`config.mk`:
```
export PLATFORM = sky130hd
export DESIGN_NAME = spi_rx_fifo
export DESIGN_NICKNAME = d
export VERILOG_FILES = /design/src/rtl/spi_pkg.sv /design/src/rtl/pos_edge_det.sv /design/src/rtl/spi_rx_fifo.sv
export SDC_FILE = /design/constraint.sdc
export NUM_CORES = 1
export LEC_CHECK = 0
export CORE_MARGIN = 2
export CORE_UTILIZATION = 57
export CTS_CLUSTER_SIZE = 30
export DETAILED_ROUTE_END_ITERATION = 12
export PLACE_DENSITY = 0.79
export SLEW_MARGIN = 20
export SYNTH_ARGS = -nofsm -noshare
export SYNTH_HDL_FRONTEND = slang
export SYNTH_SLANG_ARGS = --single-unit
```
`constraint.sdc`:
```
create_clock -name clk -period 3.2 [get_ports clk]
set_clock_uncertainty 0.05 [all_clocks]
set_input_delay 0.64 -clock clk [delete_from_list [all_inputs] [get_ports clk]]
set_output_delay 0.64 -clock clk [all_outputs]
set_load 0.05 [all_outputs]
```
`src/rtl/spi_pkg.sv`:
```
// Shared definitions for the SPI slave receive path (spi_rx, spi_slave, spi_rx_fifo).
package spi_pkg;

  localparam int unsigned SPI_WORD_LEN = 8;

  typedef logic [SPI_WORD_LEN-1:0] word_t;

  // Address width for an n-entry store, never less than one bit.
  function automatic int unsigned clog2_min1(input int unsigned n);
    return (n <= 2) ? 1 : $clog2(n);
  endfunction

endpackage

```
`src/rtl/pos_edge_det.sv`:
```
// Registered rising-edge detector: pulse is high for the one cycle where sig is 1 and was 0.
module pos_edge_det (
  input  logic clk,
  input  logic rst,
  input  logic sig,
  output logic pulse
);

  logic sig_q;

  always_ff @(posedge clk or negedge rst) begin
    if (!rst) begin
      sig_q <= 1'b0;
    end else begin
      sig_q <= sig;
    end
  end

  assign pulse = sig & ~sig_q;

endmodule

```
`src/rtl/spi_rx_fifo.sv`:
```
// Receive FIFO behind the SPI slave: one entry per rising edge of recv_data_rdy, show-ahead read.
// Define SPI_RX_FIFO_SYNC_EN to pass recv_data_rdy through a 2-flop synchronizer first.
module spi_rx_fifo
  import spi_pkg::*;
#(
  parameter int unsigned DATA_LEN = SPI_WORD_LEN,
  parameter int unsigned DEPTH    = 8,
  parameter int unsigned CNT_W    = clog2_min1(DEPTH) + 1
) (
  input  logic                clk,
  input  logic                rst,
  input  logic [DATA_LEN-1:0] recv_data,
  input  logic                recv_data_rdy,
  input  logic                rd_en,
  output logic [DATA_LEN-1:0] rd_data,
  output logic                rd_valid,
  output logic                full,
  output logic [CNT_W-1:0]    count,
  output logic                overflow,
  input  logic                ovf_clr
);

  localparam int unsigned PTR_W = clog2_min1(DEPTH);

  logic                rdy_int;
  logic                push_evt;
  logic                pop;
  logic                push_ok;
  logic                ovf_evt;
  logic [PTR_W-1:0]    wr_ptr_q, wr_ptr_d;
  logic [PTR_W-1:0]    rd_ptr_q, rd_ptr_d;
  logic [CNT_W-1:0]    count_q, count_d;
  logic                overflow_q, overflow_d;
  logic [DATA_LEN-1:0] mem [DEPTH];

`ifdef SPI_RX_FIFO_SYNC_EN
  logic [1:0] sync_q;

  always_ff @(posedge clk or negedge rst) begin
    if (!rst) begin
      sync_q <= 2'b00;
    end else begin
      sync_q <= {sync_q[0], recv_data_rdy};
    end
  end

  assign rdy_int = sync_q[1];
`else
  assign rdy_int = recv_data_rdy;
`endif

  pos_edge_det u_rdy_edge (
    .clk   (clk),
    .rst   (rst),
    .sig   (rdy_int),
    .pulse (push_evt)
  );

  assign rd_valid = (count_q != '0);
  assign full     = (count_q == CNT_W'(DEPTH));
  assign count    = count_q;
  assign overflow = overflow_q;

  // Empty reads as zero so the output never shows stale or uninitialised memory.
  assign rd_data  = rd_valid ? mem[rd_ptr_q] : '0;

  always_comb begin
    pop        = rd_en & rd_valid;
    // A same-cycle pop frees the slot, so a push into a full FIFO still lands.
    push_ok    = push_evt & (~full | pop);
    ovf_evt    = push_evt & full & ~pop;
    wr_ptr_d   = wr_ptr_q;
    rd_ptr_d   = rd_ptr_q;
    count_d    = count_q + CNT_W'(push_ok) - CNT_W'(pop);
    overflow_d = overflow_q;
    if (push_ok) begin
      wr_ptr_d = wr_ptr_q + PTR_W'(1);
    end
    if (pop) begin
      rd_ptr_d = rd_ptr_q + PTR_W'(1);
    end
    if (ovf_evt) begin
      overflow_d = 1'b1;
    end else if (ovf_clr) begin
      overflow_d = 1'b0;
    end
  end

  always_ff @(posedge clk or negedge rst) begin
    if (!rst) begin
      wr_ptr_q   <= '0;
      rd_ptr_q   <= '0;
      count_q    <= '0;
      overflow_q <= 1'b0;
    end else begin
      wr_ptr_q   <= wr_ptr_d;
      rd_ptr_q   <= rd_ptr_d;
      count_q    <= count_d;
      overflow_q <= overflow_d;
    end
  end

  always_ff @(posedge clk) begin
    if (push_ok) begin
      mem[wr_ptr_q] <= recv_data;
    end
  end

endmodule

```
==> results.toml, run 1 <==
[routing]
wl_met2_um = 2921
totalWireLength_um = 5692
via_per_inst = 5.597
met1_length_um = 2436
met3WireLength_um = 229
drc = 0
detail-route-antenna-nets = 0
highest_layer = "met4"
num_vias = 1763
routedWlPerCell_um = 18.07
first_pass_iters = 4
drt_iter0_markers = 107

[placement]
place_hpwl_um = 3810
place_area_sq_mm = 0.003662
gp_congestion = 0.7853
dp.cells = 299
numPortBuffers = 27

[clock_network]
clock-root-buffer = "clkbuf_8"
cts_made_buffers = 9
cts_resized = 0
max-clock-path-buffers = 2
clk_pin_slew_worst_paths_ns = 0.07
cts_tree = "done"
clk_latency_ns = 0.34
htree_levels = 3
ctsHoldBuffers = 0
cts.sinks = 76
postCtsSetupBuffers = 0

[yosys]
syn_avg_cell_area_sq_um = 16.18
synth_top_area_share_pct = 60.59
synth_area_leader_cell = "edfxtp_1"
syn-num-nets = 217
yosys-top-cells-area = "edfxtp_1, mux2i_1, dfrtp_1"
syn-cell-area_sq_mm = 0.003172
ys_types = 33
synth_seq_area_share_pct = 70.06
synthCells = 196
ys_ff_latch = 76
yosysWarnings = 0

[global_route]
grt_pass1_vias = 1798
grtUsageTotal_pct = 20.60
grt_max_degree = 35
grt_pass1_wl_um = 9183
antenna_found_initial = 0
gr-total-overflow = 0

[finish]
multiInputGateArea_sq_um = 868.3
instances_no_fill = 315
final_cell_mix = "edfxtp_1, mux2i_1, clkdlybuf4s50_1, a22oi_1, buf_4"
seq_area_sq_mm = 0.002222
fillCellCount = 357
final_common_cell = "edfxtp_1"
design_area_sq_mm = 0.003881
drive_above_1_share_pct = 16.87
syn_to_final_growth_pct = 22.37
n_antenna_cell = 0
fin_nets = 259

[critical_path]
start_kind = "flop"
reg2regPathDepth = 9
r2r_start = "count[2]"
crit_chain = "inv_1 > ha_1 > or3b_1 > inv_1 > clkdlybuf4s50_1"
worstSetupPathType = "reg -> out"
rr_endpoint = "count[2]"
crit_slowest_cell = "clkdlybuf4s50_1"
max_stage_delay_ns = 0.80
cp.required_ns = 2.51
crit_arrival_ns = 2.34
reg2reg_slack_ns = 0.57
worstPathMaxFanout = 5
cp-end-kind = "output pin"
cp_common_cell = "inv_1"

[sta]
max_slew_margin_pct = 54.74
drv_slew = 0
finalSetupTns_ns = 0
rsz0062_at_grt = "false"
tightest_slew_ns = 0.6763
post-route-min-period_ns = 3.026
setup_viol = 0
finalHoldViolCount = 0
fin_crit_sh_pct = 94.57
max_freq_mhz = 330.4

[floorplanning]
die_w_um = 78.60
dieHeight_um = 78.60
core-area_sq_mm = 0.005439
die_area_sq_mm = 0.006177
io_pins = 28
initial_core_util_pct = 58.32
placementRows = 27

[power_and_ir_drop]
p_leak_uw = 0.001494
power_density_mw_per_mm2 = 1040
peakVddDrop_mv = 0.6083

[worst_hold_path]
min_to = "overflow"
hold_start = "overflow"
hold_path_class = "reg -> reg"
hold_depth = 1

[run]
max-cap-violations = 0

[outcome]
status = "completed"
cell type report:
class	count	area share, %
Clock buffer	12	3.740
Clock inverter	4	1.902
Inverter	7	0.6770
Multi-Input combinational cell	103	22.37
Sequential cell	76	57.25
Tap cell	72	2.321
Timing Repair Buffer	41	11.73
through the flow:
| stage | total power, uW | util (%) | setup slack, ns | hold slack (ns) |
|---|---|---|---|---|
| 2_1_floorplan | 2517 | - | 0.1916 | 0.2944 |
| 3_3_place_gp | 3230 | 67.33 | 0.5032 | 0.4501 |
| 3_5_place_dp | 3273 | 67.33 | 0.4573 | 0.4633 |
| 4_1_cts | 4065 | 71.36 | 0.1490 | 0.4839 |
| 5_1_grt | 4230 | 71.36 | 0.07962 | 0.4987 |
| 6_report | 4035 | 71.36 | 0.1738 | 0.4788 |
cell families (layout without fill, tap and decap cells):
| group | count (synthesis) | after routing | synth area share (%) |
|---|---|---|---|
| compound gates | 22 | 22 | 5.444 |
| xor+xnor | 6 | 6 | 1.657 |
| fa+ha+maj | 8 | 8 | 3.392 |
| buf+inv | 17 | 64 | 2.564 |
| flops | 76 | 76 | 70.06 |
| mux | 35 | 35 | 11.24 |
| simple gates | 32 | 32 | 5.641 |
how the worst max path moves through the flow:
stage,start,to,cells after the start
global placement,rd_en,mem[0][2],5
finish,count[2],full,5
CTS,count[2],full,5
floorplan,count[2],rd_data[0],5
global route,count[2],rd_valid,4
detailed placement,rd_en,count[2],8
registers in the layout (all words and copies together) (netlist names):
signal and flops:
count 4, mem 64, overflow 1, rd_ptr_q 3
u_rdy_edge.sig_q 1, wr_ptr_q 3
synth_stat cells (all sizes together):
| cell | number |
|---|---|
| mux2i | 33 |
| and3 | 8 |
| nand3 | 1 |
| ha | 7 |
| nand2b | 2 |
| xnor2 | 5 |
| and2 | 1 |
| nand2 | 2 |
| nor2 | 6 |
| a21o | 1 |
| a22oi | 16 |
| fa | 1 |
| nor3 | 4 |
| or3b | 2 |
| dfrtp | 12 |
| o211ai | 2 |
| mux2 | 2 |
| nor4 | 1 |
| a22o | 1 |
| xor2 | 1 |
| o21ai | 1 |
| edfxtp | 64 |
| nor2b | 4 |
| clkbuf | 2 |
| a21oi | 1 |
| buf | 8 |
| or2 | 1 |
| inv | 7 |
where the power goes:
group | internal [uW] | switching [uW] | total, uW
combinational | 854 | 1080 | 1930
clock | 461 | 330 | 791
sequential | 1210 | 101 | 1310
worst max-delay path, delay by kind of cell, from the launching register on:
kind | cells | cell delay [ns]
buffers and inverters | 3 | 1.01
adders and majority gates | 1 | 0.15
DFF | 1 | 0.38
and+or+nand+nor | 1 | 0.47
routing by layer:
| layer | vias to the layer above | global-route usage (%) |
|---|---|---|
| li1 | 829 | - |
| met1 | 882 | 27.17 |
| met5 | - | 0 |
| met3 | 11 | 5.287 |
| met2 | 41 | 33.08 |
| met4 | 0 | 7.895 |
Power figures use the tool's default switching activity.
==> run 2: changes to the inputs <==
--- a/config.mk
+++ b/config.mk
@@ -6,10 +6,9 @@
 export NUM_CORES = 1
 export LEC_CHECK = 0
 export CORE_MARGIN = 2
-export CORE_UTILIZATION = 57
+export CORE_UTILIZATION = 40
 export CTS_CLUSTER_SIZE = 30
 export DETAILED_ROUTE_END_ITERATION = 12
-export PLACE_DENSITY = 0.79
 export SLEW_MARGIN = 20
 export SYNTH_ARGS = -nofsm -noshare
 export SYNTH_HDL_FRONTEND = slang
==> run 2 against run 1 <==
Effect of this change: cell area down 1.5%; worst hold slack better by 0.0067 ns; sequential cell count stayed put; count of clock-buffer cells in the layout fell by 3; utilization down 22 points; sequential share of layout area increased by 0.91 points; sequential power grew 4%; critical path depth decreased by 1; register-to-register slack improved by 0.03 ns; fmax down 0.41%; critical path type unchanged.
==> results.toml, run 2 (synthesis results as in run 1) <==
[outcome]
status = "completed"

[clock_network]
cts_tree = "done"
clock-root-buffer = "clkbuf_8"
cts.sinks = 76
cts_resized = 0
max-clock-path-buffers = 2
postCtsSetupBuffers = 0
ctsHoldBuffers = 0
htree_levels = 3
clk_pin_slew_worst_paths_ns = 0.08
clk_latency_ns = 0.34
cts_made_buffers = 9

[sta]
max_freq_mhz = 329.1
post-route-min-period_ns = 3.039
finalSetupTns_ns = 0
setup_viol = 0
tightest_slew_ns = 0.5852
rsz0062_at_grt = "false"
drv_slew = 0
fin_crit_sh_pct = 94.96
max_slew_margin_pct = 60.86
finalHoldViolCount = 0

[critical_path]
reg2reg_slack_ns = 0.60
start_kind = "flop"
worstPathMaxFanout = 11
cp_top_family = "buffers and inverters"
rr_endpoint = "count[2]"
reg2regPathDepth = 9
cp-end-kind = "output pin"
crit_chain = "inv_1 > ha_1 > or3b_2 > clkdlybuf4s50_1"
crit_arrival_ns = 2.35
crit_slowest_cell = "clkdlybuf4s50_1"
r2r_start = "count[2]"
max_stage_delay_ns = 0.76
cp.required_ns = 2.51
worstPathBufferInverterCount = 2
worstSetupPathType = "reg -> out"

[finish]
final_common_cell = "edfxtp_1"
fillCellCount = 669
design_area_sq_mm = 0.003822
n_antenna_cell = 0
final_cell_mix = "edfxtp_1, mux2i_1, buf_4, clkdlybuf4s50_1, a22oi_1"
fin_nets = 261
drive_above_1_share_pct = 18.85
largest_reg_flops = 64
top_register = "mem"
post-route-util_pct = 49.72
syn_to_final_growth_pct = 20.51

[worst_hold_path]
min_to = "rd_ptr_q[2]"
hold_depth = 1
hold_path_class = "reg -> reg"
hold_start = "rd_ptr_q[2]"

[global_route]
gr-total-overflow = 0
grt_max_degree = 21
antenna_found_initial = 0
grt_pass1_wl_um = 9128
grtUsageTotal_pct = 14.66
grt_pass1_vias = 1735

[power_and_ir_drop]
power_density_mw_per_mm2 = 958.8
p_leak_uw = 0.001451
peakVddDrop_mv = 0.5583

[floorplanning]
core-area_sq_mm = 0.007687
io_pins = 28
die_area_sq_mm = 0.008657
initial_core_util_pct = 41.26
die_w_um = 93.05
placementRows = 32
dieHeight_um = 93.05

[routing]
num_vias = 1724
totalWireLength_um = 5783
drt_iter0_markers = 65
detail-route-antenna-nets = 0
via_per_inst = 4.983
routedWlPerCell_um = 16.71
drc = 0
first_pass_iters = 4

[run]
max-cap-violations = 0

[placement]
numPortBuffers = 27
place_hpwl_um = 3720
gp_congestion = 0.7352
place_area_sq_mm = 0.003635
run 2: cell count changes in the layout (fill, tap and decap cells not counted), moves of 2 or more:
cell	delta
buf_4	+9
clkinvlp_4	+2
clkbuf_1	-2
buf_12	-7
run 2: report_power, final:
| group | internal (uW) | switching (uW) |
|---|---|---|
| logic | 635 | 977 |
| clock network | 355 | 338 |
| registers | 1210 | 148 |
| total | 2200 | 1460 |
run 2: worst register-to-register path: cells and delay by family (launching register included):
kind | cells | cell delay (ns)
xor+xnor | 1 | 0.14
fa+ha+maj | 3 | 0.71
buf+inv | 2 | 0.15
flops | 1 | 0.38
mux | 1 | 0.21
simple gates | 2 | 0.85
run 2: final cells by class:
class,instances,area [sq um],share of cell area (%)
Sequential cell,76,2223,58.17
Multi-Input combinational cell,103,874.6,22.88
Timing Repair Buffer,43,382.9,10.02
Tap cell,102,127.6,3.339
Clock buffer,9,123.9,3.241
Clock inverter,6,63.81,1.669
Inverter,7,26.28,0.6874
run 2: worst max-delay path by stage:
stage,start,depth (start not counted),end
floorplan,count[2],5,rd_data[0]
global placement,recv_data_rdy,8,count[2]
detailed placement,recv_data_rdy,8,count[2]
CTS,count[2],4,rd_valid
global route,count[2],4,rd_valid
finish,count[2],4,rd_valid
run 2: routing by layer:
| metal | share of wire, % | track usage, % | routed length, um | vias up |
|---|---|---|---|---|
| met1 | 47 | 19.32 | 2691 | 847 |
| met4 | 1.9 | 7.108 | 110 | 0 |
| met5 | 0 | 0 | 0 | - |
| met3 | 3.7 | 3.626 | 215 | 9 |
| li1 | - | - | - | 833 |
| met2 | 48 | 22.83 | 2766 | 35 |
run 2: per-stage QoR:
step	total power [uW]	setup WS, ns	cells	hold WS [ns]
finish	3665	0.1613	346	0.4855
global route	3866	0.07973	346	0.5076
CTS	3703	0.1313	346	0.4858
detailed placement	3011	0.3154	331	0.4622
global placement	3010	0.3974	331	0.4592
floorplan	2517	0.1916	196	0.2944
==> run 3: changes to the inputs <==
--- a/config.mk
+++ b/config.mk
@@ -6,7 +6,7 @@
 export NUM_CORES = 1
 export LEC_CHECK = 0
 export CORE_MARGIN = 2
-export CORE_UTILIZATION = 40
+export CORE_UTILIZATION = 35
 export CTS_CLUSTER_SIZE = 30
 export DETAILED_ROUTE_END_ITERATION = 12
 export SLEW_MARGIN = 20
==> run 3 against run 2 <==
Effect of this change: sequential power grew 3%; critical endpoint is now full; first-iteration DRC count increased by 46%; clock power down 3.6%.
==> results.toml, run 3 (synthesis results as in run 1) <==
[worst_hold_path]
hold_path_class = "reg -> reg"
min_to = "overflow"
hold_depth = 1
hold_start = "overflow"

[critical_path]
cp_common_cell = "inv_1"
crit_chain = "inv_1 > ha_1 > or3b_1 > inv_1 > clkdlybuf4s50_1"
max_stage_delay_ns = 0.80
crit_start = "count[2]"
worstPathMaxFanout = 5
crit_slowest_cell = "clkdlybuf4s50_1"
worstPathBufferInverterCount = 3
worstSetupPathType = "reg -> out"
reg2reg_slack_ns = 0.67
cp_top_family = "buffers and inverters"
rr_endpoint = "count[2]"
cp.required_ns = 2.51
reg2regPathDepth = 9
cp-end-kind = "output pin"
crit_arrival_ns = 2.33
r2r_start = "count[2]"
start_kind = "flop"

[finish]
largest_reg_flops = 64
drive_above_1_share_pct = 18.18
fillCellCount = 799
final_common_cell = "edfxtp_1"
n_antenna_cell = 0
fin_nets = 260
design_area_sq_mm = 0.003801
final_cell_mix = "edfxtp_1, mux2i_1, buf_4, clkdlybuf4s50_1, a22oi_1"
syn_to_final_growth_pct = 19.84
top_register = "mem"

[global_route]
gr-total-overflow = 0
grtUsageTotal_pct = 13.44
grt_pass1_vias = 1767
grt_pass1_wl_um = 9453
antenna_found_initial = 0
grt_max_degree = 29

[sta]
max_freq_mhz = 330.7
fin_ws_ns = 0.1763
drv_slew = 0
setup_viol = 0
tightest_slew_ns = 0.8004
post-route-min-period_ns = 3.024
max_slew_margin_pct = 46.64
rsz0062_at_grt = "false"
finalHoldViolCount = 0
finalSetupTns_ns = 0
fin_crit_sh_pct = 94.49

[clock_network]
htree_levels = 3
cts_made_buffers = 9
clock-root-buffer = "clkbuf_8"
cts_resized = 0
cts_tree = "done"
max-clock-path-buffers = 2
clk_pin_slew_worst_paths_ns = 0.07
postCtsSetupBuffers = 0
clk_latency_ns = 0.34
cts.sinks = 76
ctsHoldBuffers = 0

[floorplanning]
initial_core_util_pct = 36.19
dieHeight_um = 99.20
placementRows = 34
core-area_sq_mm = 0.008763
die_area_sq_mm = 0.009840
die_w_um = 99.20
io_pins = 28

[routing]
num_vias = 1720
drc = 0
detail-route-antenna-nets = 0
via_per_inst = 4.914
first_pass_iters = 4
totalWireLength_um = 5995
drt_iter0_markers = 95
routedWlPerCell_um = 17.13

[placement]
numPortBuffers = 27
place_hpwl_um = 3774
gp_congestion = 0.7080
place_area_sq_mm = 0.003622
preCtsSetupSlack_ns = 0.4209

[run]
max-cap-violations = 0

[power_and_ir_drop]
finalPower_uw = 3638
peakVddDrop_mv = 0.4130
power_density_mw_per_mm2 = 957.0
p_leak_uw = 0.001434

[outcome]
status = "completed"
## run 3: changes by cell type in the layout (fill, tap and decap cells not counted)
cell / change
buf_12: -1
inv_6: -1
## run 3: metrics by stage
step / hold WS, ns / utilization (%) / std cells
3_3_place_gp: 0.4619 / 41.33 / 336
6_report: 0.4694 / 43.38 / 350
4_1_cts: 0.4753 / 43.38 / 350
3_5_place_dp: 0.4508 / 41.33 / 336
2_1_floorplan: 0.2944 / - / 196
5_1_grt: 0.4902 / 43.38 / 350
## run 3: how the worst max path moves through the flow
stage | slack [ns] | to | cells after the start
4_1_cts | 0.12 | full | 5
2_1_floorplan | 0.19 | rd_data[0] | 5
6_report | 0.18 | full | 5
5_1_grt | 0.06 | full | 5
3_5_place_dp | 0.42 | count[2] | 8
3_3_place_gp | 0.52 | count[2] | 8
## run 3: where the power goes
part / total (uW) / leakage, uW / switching, uW / internal, uW
clock: 668 / 0.0000870 / 320 / 348
combinational: 1570 / 0.000628 / 944 / 629
sequential: 1400 / 0.000720 / 185 / 1210
## run 3: worst reg2reg max path, delay by kind of cell, from the launching register on
| kind | cells | cell delay, ns |
|---|---|---|
| muxes | 1 | 0.22 |
| adders and majority gates | 3 | 0.74 |
| DFF | 1 | 0.39 |
| buffers and inverters | 2 | 0.16 |
| xor gates and xnor gates | 1 | 0.18 |
| and+or+nand+nor | 2 | 0.70 |
## run 3: cell type report
| cell class | instances | area, sq um | area share (%) |
|---|---|---|---|
| multi-input cells | 103 | 874.6 | 23.01 |
| inverters | 7 | 26.28 | 0.6912 |
| flip-flops and latches | 76 | 2223 | 58.49 |
| well taps | 108 | 135.1 | 3.555 |
| clock inverters | 5 | 55.05 | 1.448 |
| repair buffers | 42 | 362.8 | 9.546 |
| clock buffers | 9 | 123.9 | 3.259 |
## run 3: metal layers
metal	GRT usage (%)	routed length, um	vias up
met5	0	0	-
met4	6.533	114	0
met3	4.146	279	9
met2	20.84	2902	39
met1	17.20	2697	842
li1	-	-	830
